## config.mk

```make
export PLATFORM = sky130hd
export DESIGN_NAME = vga_sync_decoder
export DESIGN_NICKNAME = d
export VERILOG_FILES = /design/src/rtl/vga_timing_pkg.sv /design/src/rtl/sync_edge_det.sv /design/src/rtl/vga_sync_decoder.sv
export SDC_FILE = /design/constraint.sdc
export NUM_CORES = 1
export LEC_CHECK = 0
export ABC_AREA = 1
export CORE_MARGIN = 4
export CORE_UTILIZATION = 50
export CTS_BUF_LIST = sky130_fd_sc_hd__clkbuf_4
export DETAILED_ROUTE_END_ITERATION = 6
export PLACE_DENSITY = 0.78
export SLEW_MARGIN = 0
export SYNTH_ARGS = -nofsm -noshare
export SYNTH_HDL_FRONTEND = slang
export SYNTH_SLANG_ARGS = --single-unit
```

## constraint.sdc

```tcl
create_clock -name clk -period 3.4 [get_ports clk]
set_input_delay 0.68 -clock clk [delete_from_list [all_inputs] [get_ports clk]]
set_output_delay 0.68 -clock clk [all_outputs]
set_load 0.05 [all_outputs]
```

## src/rtl/vga_timing_pkg.sv

```systemverilog
// vga_timing_pkg
//   Shared 640x480@60 timing defaults and the sync-recovery FSM state
//   encoding. Usable by both the timing generator and vga_sync_decoder.
//   Contents:
//     DEF_H_* / DEF_V_*  default horizontal / vertical timing (clocks, lines)
//     sync_state_t       decoder lock state: SEARCH, MEASURE, LOCKED
package vga_timing_pkg;

   localparam int DEF_H_VIS   = 640;
   localparam int DEF_H_SYNC  = 96;
   localparam int DEF_H_BP    = 48;
   localparam int DEF_H_TOTAL = 800;

   localparam int DEF_V_VIS   = 480;
   localparam int DEF_V_SYNC  = 2;
   localparam int DEF_V_BP    = 33;
   localparam int DEF_V_TOTAL = 525;

   typedef enum logic [1:0] {
      SEARCH  = 2'd0,
      MEASURE = 2'd1,
      LOCKED  = 2'd2
   } sync_state_t;

endpackage

```

## src/rtl/sync_edge_det.sv

```systemverilog
// sync_edge_det
//   Registers an active-low sync input once (stage 1) and flags the
//   falling edge: stage-1 value now 0 while the previous stage-1 value was 1.
//   Ports:
//     clk   pixel clock
//     rst   synchronous active-high reset (both stages reset to idle-high)
//     din   raw sync input from the pins
//     fall  one-cycle pulse aligned with the stage-1 sample of the edge
module sync_edge_det (
   input  logic clk,
   input  logic rst,
   input  logic din,
   output logic fall
);

   logic stage1;
   logic stage1_prev;

   always_ff @(posedge clk) begin
      if (rst) begin
         stage1      <= 1'b1;
         stage1_prev <= 1'b1;
      end else begin
         stage1      <= din;
         stage1_prev <= stage1;
      end
   end

   assign fall = stage1_prev & ~stage1;

endmodule

```

## src/rtl/vga_sync_decoder.sv

```systemverilog
// vga_sync_decoder
//   Recovers pixel coordinates from an incoming VGA stream, checks that the
//   sync timing matches the parameters and reports lock / timing errors.
//   Ports:
//     clk, rst          pixel clock, synchronous active-high reset
//     HSync, VSync      incoming active-low syncs
//     rgb               incoming pixel colour
//     PixelX, PixelY    recovered visible coordinates (0 outside window)
//     PixelValid        locked and inside the visible window
//     rgb_out           colour of the pixel at PixelX/PixelY (0 if invalid)
//     FrameStart        pulse together with pixel (0,0)
//     Locked            timing matches the parameters
//     SyncErr           pulse on a timing violation while locked
//   Pin-to-output latency is two clocks.
module vga_sync_decoder
   import vga_timing_pkg::*;
#(
   parameter int H_VIS   = DEF_H_VIS,
   parameter int H_SYNC  = DEF_H_SYNC,
   parameter int H_BP    = DEF_H_BP,
   parameter int H_TOTAL = DEF_H_TOTAL,
   parameter int V_VIS   = DEF_V_VIS,
   parameter int V_SYNC  = DEF_V_SYNC,
   parameter int V_BP    = DEF_V_BP,
   parameter int V_TOTAL = DEF_V_TOTAL
) (
   input  logic       clk,
   input  logic       rst,
   input  logic       HSync,
   input  logic       VSync,
   input  logic [2:0] rgb,
   output logic [9:0] PixelX,
   output logic [9:0] PixelY,
   output logic       PixelValid,
   output logic [2:0] rgb_out,
   output logic       FrameStart,
   output logic       Locked,
   output logic       SyncErr
);

   localparam logic [9:0] H_LAST  = 10'(H_TOTAL - 1);
   localparam logic [9:0] H_LIMIT = 10'(H_TOTAL);
   localparam logic [9:0] H_START = 10'(H_SYNC + H_BP);
   localparam logic [9:0] H_END   = 10'(H_SYNC + H_BP + H_VIS);
   localparam logic [9:0] V_LAST  = 10'(V_TOTAL - 1);
   localparam logic [9:0] V_LIMIT = 10'(V_TOTAL);
   localparam logic [9:0] V_START = 10'(V_SYNC + V_BP);
   localparam logic [9:0] V_END   = 10'(V_SYNC + V_BP + V_VIS);

   logic        hs_edge;
   logic        vs_edge;
   logic [2:0]  rgb_s1;
   logic [9:0]  hcnt;
   logic [9:0]  vcnt;
   logic        vpend;
   sync_state_t state;

   logic [9:0]  hcnt_nxt;
   logic [9:0]  vcnt_nxt;
   logic        vpend_nxt;
   logic        frame_evt;
   logic        line_fault;
   logic        frame_fault;
   logic        fault;
   logic        visible;
   sync_state_t state_nxt;

   sync_edge_det u_hs_edge (
      .clk  (clk),
      .rst  (rst),
      .din  (HSync),
      .fall (hs_edge)
   );

   sync_edge_det u_vs_edge (
      .clk  (clk),
      .rst  (rst),
      .din  (VSync),
      .fall (vs_edge)
   );

   // hcnt_nxt/vcnt_nxt are the coordinates of the sample currently in
   // stage 1; the registered hcnt/vcnt belong to the previous sample, which
   // is what the end-of-line / end-of-frame checks must look at.
   always_comb begin
      frame_evt = hs_edge & (vpend | vs_edge);
      vpend_nxt = frame_evt ? 1'b0 : (vpend | vs_edge);

      if (hs_edge)
         hcnt_nxt = '0;
      else if (hcnt == '1)
         hcnt_nxt = hcnt;
      else
         hcnt_nxt = hcnt + 10'd1;

      vcnt_nxt = vcnt;
      if (frame_evt)
         vcnt_nxt = '0;
      else if (hs_edge && vcnt != '1)
         vcnt_nxt = vcnt + 10'd1;

      line_fault  = hs_edge ? (hcnt != H_LAST) : (hcnt_nxt == H_LIMIT);
      frame_fault = frame_evt ? (vcnt != V_LAST)
                              : (hs_edge && vcnt_nxt == V_LIMIT);
      fault       = line_fault | frame_fault;

      state_nxt = state;
      case (state)
         SEARCH:  if (frame_evt) state_nxt = MEASURE;
         MEASURE: if (fault) state_nxt = SEARCH;
                  else if (frame_evt) state_nxt = LOCKED;
         LOCKED:  if (fault) state_nxt = SEARCH;
         default: state_nxt = SEARCH;
      endcase

      visible = (state_nxt == LOCKED) &&
                (hcnt_nxt >= H_START) && (hcnt_nxt < H_END) &&
                (vcnt_nxt >= V_START) && (vcnt_nxt < V_END);
   end

   always_ff @(posedge clk) begin
      if (rst) begin
         rgb_s1     <= '0;
         hcnt       <= '0;
         vcnt       <= '0;
         vpend      <= 1'b0;
         state      <= SEARCH;
         PixelX     <= '0;
         PixelY     <= '0;
         PixelValid <= 1'b0;
         rgb_out    <= '0;
         FrameStart <= 1'b0;
         Locked     <= 1'b0;
         SyncErr    <= 1'b0;
      end else begin
         rgb_s1     <= rgb;
         hcnt       <= hcnt_nxt;
         vcnt       <= vcnt_nxt;
         vpend      <= vpend_nxt;
         state      <= state_nxt;
         PixelValid <= visible;
         PixelX     <= visible ? hcnt_nxt - H_START : '0;
         PixelY     <= visible ? vcnt_nxt - V_START : '0;
         rgb_out    <= visible ? rgb_s1 : '0;
         FrameStart <= visible && (hcnt_nxt == H_START) && (vcnt_nxt == V_START);
         Locked     <= (state_nxt == LOCKED);
         SyncErr    <= (state == LOCKED) && fault;
      end
   end

endmodule

```

Word level (Yosys, flattened, before mapping)
Index checks and enable logic that the tools add are counted.

Input bits: 7. Logic and storage cells: 66. Output and inout port bits: 27. Flip-flop bits (word level): 57.

Equal/unequal tests: 11. $lt $le $gt $ge: 4. Reductions and logical operators: 12. Multiplexer cells: 11. Add/sub/neg operators: 4. Bitwise logic cells: 8.

Operators with widths (number): two-way mux 10 bit (4); == test 10 bit (second input constant) (3); inequality test 10 bit (second input constant) (3); adder 10 x 1 -> 10 bit (second input constant) (2); < comparator 10 bit (second input constant) (2); == test 10 x 6 -> 1 bit (second input constant) (1); == test 10 x 8 -> 1 bit (second input constant) (1); >= comparator 10 x 6 -> 1 bit (second input constant) (1); >= comparator 10 x 8 -> 1 bit (second input constant) (1); subtractor 10 x 6 -> 10 bit (second input constant) (1); subtractor 10 x 8 -> 10 bit (second input constant) (1); logical AND 1 bit (9); two-way mux 2 bit (4); case mux 2 bit (3 select lines) (1); == test 2 bit (second input constant) (2); OR reduction 2 bit (2); AND 1 bit (3); NOT 1 bit (3); == test 2 x 1 -> 1 bit (second input constant) (1); logical NOT 2 bit (1); two-way mux 1 bit (2); OR 1 bit (2).

Longest topological paths before layout
Gate-level depths: netlist of run 1.

Depth in word-level cells: 18. Mapped depth: 19.

By module
Synthesis of run 1 repeated with hierarchy kept, for this count alone.

Cell total of the unflattened synthesis: 398. Area, all modules: 2870.3 um^2.

By module, submodules not included: vga_sync_decoder (seq. area each 1061.0 um^2, cells an instance 380, area each 2737.6 um^2, instances 1); sync_edge_det (seq. area each 40.0 um^2, cells an instance 9, area each 66.3 um^2, instances 2).

Worst setup path before layout of run 1
No wires, ideal clock.

Path kind: reg2reg. From: register vcnt[0]. To: register PixelX[2]. Library setup time: 126 ps. Path buffers: 1. Required time: 3274 ps. Stages on the path, launching flop included: 20. Slack: 871 ps. Period minus slack after synthesis: 2529 ps. Arrival: 2404 ps. Path through: dfxtp_1 > ha_1 > inv_1 > nor2_4 > nand3_4 > nand2_4 > xor2_1 > or2_2 > inv_1 > ha_1 > nand3_1 > a21oi_1 > nand2_1 > nor2_1 > nand2_1 > nand3_2 > nor2_2 > nand2_4 > buf_6 > nor2_2.

Cells in the longest elaborated chain, start to end: 17.

RTL lines: from (decl) (RTL line vga_sync_decoder.sv:54) `logic [9:0] vcnt;`; from (signal assigned) (RTL line vga_sync_decoder.sv:138) `vcnt <= vcnt_nxt;`; parallel branches: the longest is 2 deep, another holds adder 10 x 1 -> 10 bit; two-way mux 10 bit * (RTL line vga_sync_decoder.sv:99) `else if (hs_edge && vcnt != '1)`; two-way mux 10 bit * (RTL line vga_sync_decoder.sv:97) `if (frame_evt)`; via vcnt_nxt[0] (RTL line vga_sync_decoder.sv:59) `logic [9:0] vcnt_nxt;`; == test 10 bit (RTL line vga_sync_decoder.sv:104) `: (hs_edge && vcnt_nxt == V_LIMIT);`; logical AND 1 bit (RTL line vga_sync_decoder.sv:104); two-way mux 1 bit (RTL line vga_sync_decoder.sv:103) `frame_fault = frame_evt ? (vcnt != V_LAST)`; OR 1 bit (RTL line vga_sync_decoder.sv:105) `fault = line_fault | frame_fault;`; two-way mux 2 bit (on tied branches) (RTL line vga_sync_decoder.sv:112, vga_sync_decoder.sv:110); case mux 2 bit (3 select lines) (RTL line vga_sync_decoder.sv:108) `case (state)`; == test 2 bit (RTL line vga_sync_decoder.sv:116) `visible = (state_nxt == LOCKED) &&`; logical AND 1 bit (RTL line vga_sync_decoder.sv:116); logical AND 1 bit (2 in a row) (RTL line vga_sync_decoder.sv:117) `(hcnt_nxt >= H_START) && (hcnt_nxt < H_END) &&`; logical AND 1 bit * (RTL line vga_sync_decoder.sv:118) `(vcnt_nxt >= V_START) && (vcnt_nxt < V_END);`; NOT 1 bit (no line) *; OR reduction 2 bit (no line) *; to (signal assigned) (RTL line vga_sync_decoder.sv:142) `PixelX <= visible ? hcnt_nxt - H_START : '0;`; to (decl) (RTL line vga_sync_decoder.sv:32) `output logic [9:0] PixelX,`.

Mark *: on every way through the listed nets, which the timed path passes. A chain may end at the register's enable or synchronous reset.

Worst setup path in the final report of run 1
From: register vcnt[0]. To: register PixelValid.

Cells in the longest elaborated chain, start to end: 15.

RTL lines: parallel branches: the longest is 2 deep, another holds adder 10 x 1 -> 10 bit; two-way mux 10 bit * (RTL line vga_sync_decoder.sv:99); two-way mux 10 bit * (RTL line vga_sync_decoder.sv:97); via vcnt_nxt[0] (RTL line vga_sync_decoder.sv:59); == test 10 bit (RTL line vga_sync_decoder.sv:104); logical AND 1 bit (RTL line vga_sync_decoder.sv:104); two-way mux 1 bit (RTL line vga_sync_decoder.sv:103); OR 1 bit (RTL line vga_sync_decoder.sv:105); two-way mux 2 bit (on tied branches) (RTL line vga_sync_decoder.sv:112, vga_sync_decoder.sv:110); case mux 2 bit (3 select lines) (RTL line vga_sync_decoder.sv:108); == test 2 bit (RTL line vga_sync_decoder.sv:116); logical AND 1 bit (RTL line vga_sync_decoder.sv:116); logical AND 1 bit (2 in a row) (RTL line vga_sync_decoder.sv:117); logical AND 1 bit * (RTL line vga_sync_decoder.sv:118); to (signal assigned) (RTL line vga_sync_decoder.sv:141) `PixelValid <= visible;`; to (decl) (RTL line vga_sync_decoder.sv:34) `output logic PixelValid,`.

Marks and branches as above.

==> flow_summary.json, run 1 <==
{
  "rsz0062_at_grt": "false",
  "antenna_found_initial": 0,
  "r2r_end": "PixelValid$_SDFF_PP0_",
  "worstHoldStart": "rgb_s1[0]$_SDFF_PP0_",
  "post_cts.repair.setup_buffers": 0,
  "synth_xor_area_share_pct": 3.332,
  "placedInstanceArea_sq_um": 3281,
  "synth_edf_count": 0,
  "r2r_cells": 18,
  "worst_setup_path_end_kind": "register",
  "ys_top_cells_by_count": "nand2_1, dfxtp_1, inv_1",
  "vias": 2537,
  "clock_tree.root_cell": "clkbuf_4",
  "synth_ff_type": "dfxtp_1",
  "fin_ws_ns": 0.4542,
  "fmax_mhz": 339.5,
  "synth-simple-area-share_pct": 40.29,
  "syn2layout_area_growth_pct": 17.27,
  "combPwrFrac_pct": 8.8,
  "antennaDiodeCount": 0,
  "clock_latency_ns": 0.41,
  "cp-start-kind": "register",
  "grt_overflow": 0,
  "drv_cap": 0,
  "syn_area_per_cell_sq_um": 7.193,
  "start_util_pct": 51.87,
  "clk_pin_slew_ns": 0.09,
  "synth.area.mux_share_pct": 0,
  "slew_violations": 0,
  "power_density_nw_per_um2": 352.3,
  "cts_resized": 0,
  "yosys.area.top_type": "dfxtp_1",
  "drt_iter0_markers": 143,
  "hold_violations": 0,
  "grt_pass1_vias": 2410,
  "rrSetupSlack_ns": 0.45,
  "hold_buffers": 0,
  "skew_ns": 0.01400,
  "drc": 0,
  "wl_mm": 5.876,
  "port_buffers": 33,
  "synthesis.nets": 417,
  "min_to": "rgb_out[0]$_SDFF_PP0_",
  "place_ws_ns": 0.4521,
  "ir_drop_v": 0.0002332,
  "wl_per_cell_microns": 11.37,
  "netlist.area_leader.share_pct": 39.46,
  "holdWs_ns": 0.4216,
  "holdPathStages": 2,
  "grt_max_degree": 33,
  "synthCells": 402,
  "gp_congestion": 0.9042,
  "drt-pass1-iter-count": 4,
  "cts_made_buffers": 9,
  "cp.required_ns": 3.70,
  "postLayoutCellArea_sq_um": 3391,
  "yosys-top-cells-area": "dfxtp_1, nand2_1, inv_1",
  "synth_area_sq_um": 2892,
  "drive_above_1_share_pct": 15.96,
  "p_sw_share_pct": 27.24,
  "path_class": "register to register",
  "dieArea_sq_um": 7064,
  "rows": 27,
  "pin_count": 34,
  "slew_headroom_pct": 65.75,
  "finalCritPeriodShare_pct": 86.64,
  "die-height_microns": 84.05,
  "worst_slew_pin_slew_ns": 0.5121,
  "fin_setup_tns_ns": 0,
  "yosys_warnings": 0,
  "outcome": "complete, no violations",
  "r2r_start": "vcnt[0]$_SDFF_PP0_",
  "fin_nets": 455,
  "crit_arrival_ns": 3.24,
  "ant_nets": 0,
  "synth-compound-area-share_pct": 3.808,
  "ys_types": 30,
  "power_switching_w": 0.0003255,
  "worstPathMaxFanout": 25,
  "place_hpwl_mm": 4.405,
  "p_leak_nw": 1.707,
  "globalRouteTotalUtil_pct": 17.93,
  "setup_viol": 0,
  "pwr-share-seq_pct": 57.5,
  "period_needed_ns": 2.946,
  "synth_top_family_by_area": "simple AND/OR/NAND/NOR gates",
  "via_per_inst": 4.907,
  "cts_tree": "built",
  "dieWidth_microns": 84.05,
  "clkPwrFrac_pct": 33.7,
  "synth-seq-cells": 57,
  "fp.coreArea_sq_um": 5574,
  "synth-seq-area-share_pct": 39.46,
  "hold_path.class": "register to register",
  "htreeDepth": 3,
  "power.internal_w": 0.0008693,
  "cts.sinks": 57,
  "grt_pass1_wl_mm": 10.13,
  "clk_path_buf_depth": 2,
  "synth.most_common_cell": "nand2_1",
  "synth_fa_ha_area_share_pct": 3.462,
  "async_flop_share_pct": 0
}
==> final cells by class <==
class / count / area, sq um
clock inverter: 6 / 35.03
tap: 72 / 90.09
timing repair buffer: 35 / 345.3
fill: 509 / 2183
sequential: 57 / 1141
clock buffer: 10 / 75.07
inverter: 62 / 232.7
multi-input combinational: 275 / 1471
==> registers in the layout (all words and copies together) (netlist names), 2 cells and up <==
name / flops
hcnt: 10
PixelY: 10
state: 2
PixelX: 10
rgb_out: 3
vcnt: 10
rgb_s1: 3
==> layer usage <==
metal  global-route usage (%)  vias to the layer above  wire [microns]
li1                         -                     1317               -
met1                    19.19                     1152            2561
met2                    30.70                       47            2899
met3                    5.232                       21             254
met4                    11.11                        0             160
met5                        0                        -               0
==> layout by cell type, fill, tap and decap left out, types with 2 or more instances in the layout <==
| master | count |
|---|---|
| nand4_1 | 13 |
| xor2_1 | 10 |
| a21oi_1 | 5 |
| nor2_2 | 22 |
| nand2_4 | 3 |
| nor3_1 | 2 |
| nor2_1 | 53 |
| nor2_4 | 5 |
| inv_2 | 5 |
| nand3_2 | 4 |
| nand2_1 | 92 |
| a21o_1 | 2 |
| a21oi_2 | 2 |
| ha_1 | 8 |
| clkbuf_4 | 10 |
| clkinvlp_4 | 2 |
| nand3b_1 | 2 |
| clkinv_2 | 4 |
| buf_4 | 2 |
| clkdlybuf4s50_1 | 33 |
| nand3_1 | 31 |
| o21ai_0 | 5 |
| dfxtp_1 | 57 |
| or2_2 | 5 |
| nand3_4 | 2 |
| inv_1 | 57 |
| nand2_2 | 4 |
==> power by group through the flow <==
stage | combinational, W | clock (W) | sequential [W]
floorplan | 0.0000787 | 0 | 0.000701
global placement | 0.000103 | 0 | 0.000703
detailed placement | 0.000104 | 0 | 0.000703
CTS | 0.000105 | 0.000412 | 0.000687
global route | 0.000119 | 0.000446 | 0.000689
finish | 0.000105 | 0.000403 | 0.000687
==> metrics by stage <==
step                cells  util, %  power (W)
floorplan             402        -  0.0007798
detailed placement    501    58.86  0.0008074
global placement      501    58.86  0.0008052
CTS                   517    60.83   0.001204
finish                517    60.83   0.001195
global route          517    60.83   0.001254
==> logic make-up (layout without fill, tap and decap cells) <==
family                   count (synthesis)  count (layout)
buffers and inverters                   70             113
flip-flops                              57              57
adder cells (fa/ha/maj)                  8               8
XOR/XNOR                                11              11
AND/OR/NAND/NOR                        238             238
AO/OA/AOI/OAI                           18              18
==> worst max-delay path by stage <==
stage	endpoint	startpoint	slack [ns]
detailed placement	PixelValid$_SDFF_PP0_	vcnt[0]$_SDFF_PP0_	0.45
floorplan	PixelX[2]$_SDFF_PP0_	vcnt[0]$_SDFF_PP0_	0.87
global route	PixelValid$_SDFF_PP0_	vcnt[0]$_SDFF_PP0_	0.11
finish	PixelValid$_SDFF_PP0_	vcnt[0]$_SDFF_PP0_	0.45
CTS	PixelValid$_SDFF_PP0_	vcnt[0]$_SDFF_PP0_	0.44
global placement	rgb_out[0]$_SDFF_PP0_	vcnt[0]$_SDFF_PP0_	0.56
==> critical path, cell delays in order, from the launching register on <==
cell     delay (ns)
dfxtp_1        0.41
ha_1           0.23
inv_1          0.08
nor2_4         0.15
nand3_4        0.14
nand2_4        0.13
xor2_1         0.09
or2_2          0.29
inv_1          0.10
ha_1           0.15
nand3_1        0.08
a21oi_1        0.14
nand2_1        0.08
nor2_1         0.09
nand2_1        0.11
nand3_2        0.13
nor2_2         0.06
nand2_4        0.30
inv_1          0.07
(Power assumes the default switching activity.)
==> run 2: changes to the inputs <==
SETUP_SLACK_MARGIN = 0.1   (was not set)
==> results of run 2 <==
The final DEF is identical to that of run 1; final timing and power are the same.
==> run 3: changes to the inputs <==
CORE_MARGIN = not set   (was 4)
==> flow_summary.json, run 3 (same netlist as run 1, synthesis figures left out) <==
{
  "outcome": "complete, no violations",
  "met3_usage_pct": 4.302,
  "clk_pin_slew_ns": 0.09,
  "gr-usage-met1_pct": 25.15,
  "p_sw_share_pct": 26.51,
  "n_fill_cell": 512,
  "setup_viol": 0,
  "hold_path.class": "register to register",
  "fmax_mhz": 339.1,
  "p_leak_nw": 1.705,
  "rsz0062_at_grt": "false",
  "combPwrFrac_pct": 8.9,
  "worstPathMaxFanout": 25,
  "postLayoutCellArea_sq_um": 3381,
  "drt_iter0_markers": 121,
  "skew_ns": 0.008552,
  "crit_arrival_ns": 3.24,
  "path_class": "register to register",
  "ant_nets": 0,
  "antennaDiodeCount": 0,
  "worst_setup_path_end_kind": "register",
  "power_switching_w": 0.0003112,
  "post_cts.repair.setup_buffers": 0,
  "hold_buffers": 0,
  "clock_tree.root_cell": "clkbuf_4",
  "grt_max_degree": 33,
  "cp.required_ns": 3.69,
  "dp.cells": 501,
  "clock_latency_ns": 0.40,
  "drive_above_1_share_pct": 15.06,
  "dieArea_sq_um": 6091,
  "grt-busiest-layer": "met2",
  "final_cell_mix": "nand2_1, dfxtp_1, inv_1",
  "port_buffers": 33,
  "r2r_cells": 18,
  "htreeDepth": 3,
  "drt-pass1-iter-count": 5,
  "wl_per_cell_microns": 11.29,
  "power.internal_w": 0.0008629,
  "placedInstanceArea_sq_um": 3281,
  "instances_no_fill": 517,
  "grt_pass1_wl_mm": 9.880,
  "power_density_nw_per_um2": 347.3,
  "finalCritPeriodShare_pct": 86.73,
  "cts.sinks": 57,
  "period_needed_ns": 2.949,
  "worst_slew_pin_slew_ns": 0.5080,
  "slew_headroom_pct": 66.03,
  "grt_pass1_vias": 2283,
  "cp-start-kind": "register",
  "clk_path_buf_depth": 2,
  "globalRouteTotalUtil_pct": 21.03,
  "cts_tree": "built",
  "grt_overflow": 0,
  "hold_violations": 0,
  "clkPwrFrac_pct": 32.5,
  "antenna_found_initial": 0,
  "fin_setup_tns_ns": 0,
  "drv_cap": 0,
  "syn2layout_area_growth_pct": 16.92,
  "fp.coreArea_sq_um": 5540,
  "cts_made_buffers": 9,
  "holdPathStages": 2,
  "layout_commonest_cell": "nand2_1",
  "start_util_pct": 52.19,
  "vias": 2499,
  "rows": 27,
  "pin_count": 34,
  "gp_congestion": 0.8467,
  "ir_drop_v": 0.0002173,
  "die-height_microns": 78.05,
  "cts_resized": 0,
  "drc": 0,
  "slew_violations": 0,
  "place_hpwl_mm": 4.358,
  "gr-usage-met2_pct": 34.30,
  "pwr-share-seq_pct": 58.6,
  "wl_mm": 5.837,
  "fin_nets": 455,
  "dieWidth_microns": 78.05,
  "via_per_inst": 4.834
}
-- run 3: cell types whose count changed in the layout (fill, tap and decap cells not counted), sizes merged --
cell / previous run / this run
clkinv: 4 / 6
clkinvlp: 2 / 0
-- run 3: final cells by class --
type | count | area [sq um] | area share, %
Clock buffer | 10 | 75.07 | 2.221
Clock inverter | 6 | 25.02 | 0.7402
Multi-Input combinational cell | 275 | 1471 | 43.52
Tap cell | 72 | 90.09 | 2.665
Sequential cell | 57 | 1141 | 33.75
Timing Repair Buffer | 35 | 345.3 | 10.21
Inverter | 62 | 232.7 | 6.884
-- run 3: per-layer routing --
metal  part of all wire, %  up-vias
met1                    46     1121
met2                    47       44
li1                      -     1317
met5                     0        -
met4                   3.6        0
met3                   3.0       17
-- run 3: stage by stage --
step | util, % | hold slack, ns | power (W) | setup WS, ns
2_1_floorplan | - | 0.3936 | 0.0007798 | 0.8708
3_3_place_gp | 59.21 | 0.3970 | 0.0008062 | 0.5530
3_5_place_dp | 59.21 | 0.4036 | 0.0008076 | 0.4604
4_1_cts | 61.02 | 0.4163 | 0.001185 | 0.4348
5_1_grt | 61.02 | 0.4321 | 0.001228 | 0.1779
6_report | 61.02 | 0.4137 | 0.001174 | 0.4511
-- run 3: worst paths after layout --
kind | start | endpoint | slack [ns]
setup / recovery | vcnt[0]$_SDFF_PP0_ | PixelY[2]$_SDFF_PP0_ | 0.45
hold reg to reg | rgb_s1[0]$_SDFF_PP0_ | rgb_out[0]$_SDFF_PP0_ | 0.41
hold / removal | rgb_s1[0]$_SDFF_PP0_ | rgb_out[0]$_SDFF_PP0_ | 0.41
setup reg to reg | vcnt[0]$_SDFF_PP0_ | PixelY[2]$_SDFF_PP0_ | 0.45
-- run 3: power groups by stage --
stage	sequential (W)	clock, W	combinational (W)
after floorplan	0.000701	0	0.0000787
after global placement	0.000703	0	0.000104
after detailed placement	0.000703	0	0.000104
after CTS	0.000687	0.000393	0.000105
after global routing	0.000689	0.000420	0.000118
final	0.000687	0.000382	0.000105
-- run 3: worst max-delay path, stage by stage, from the launching register on --
cell     delay [ns]
dfxtp_1        0.42
ha_1           0.23
inv_1          0.08
nor2_4         0.15
nand3_4        0.14
nand2_4        0.13
xor2_1         0.09
or2_2          0.29
inv_1          0.10
ha_1           0.15
nand3_1        0.08
a21oi_1        0.13
nand2_1        0.07
nor2_1         0.08
nand2_1        0.11
nand3_2        0.14
nor2_2         0.06
nand2_4        0.30
nor2_1         0.09
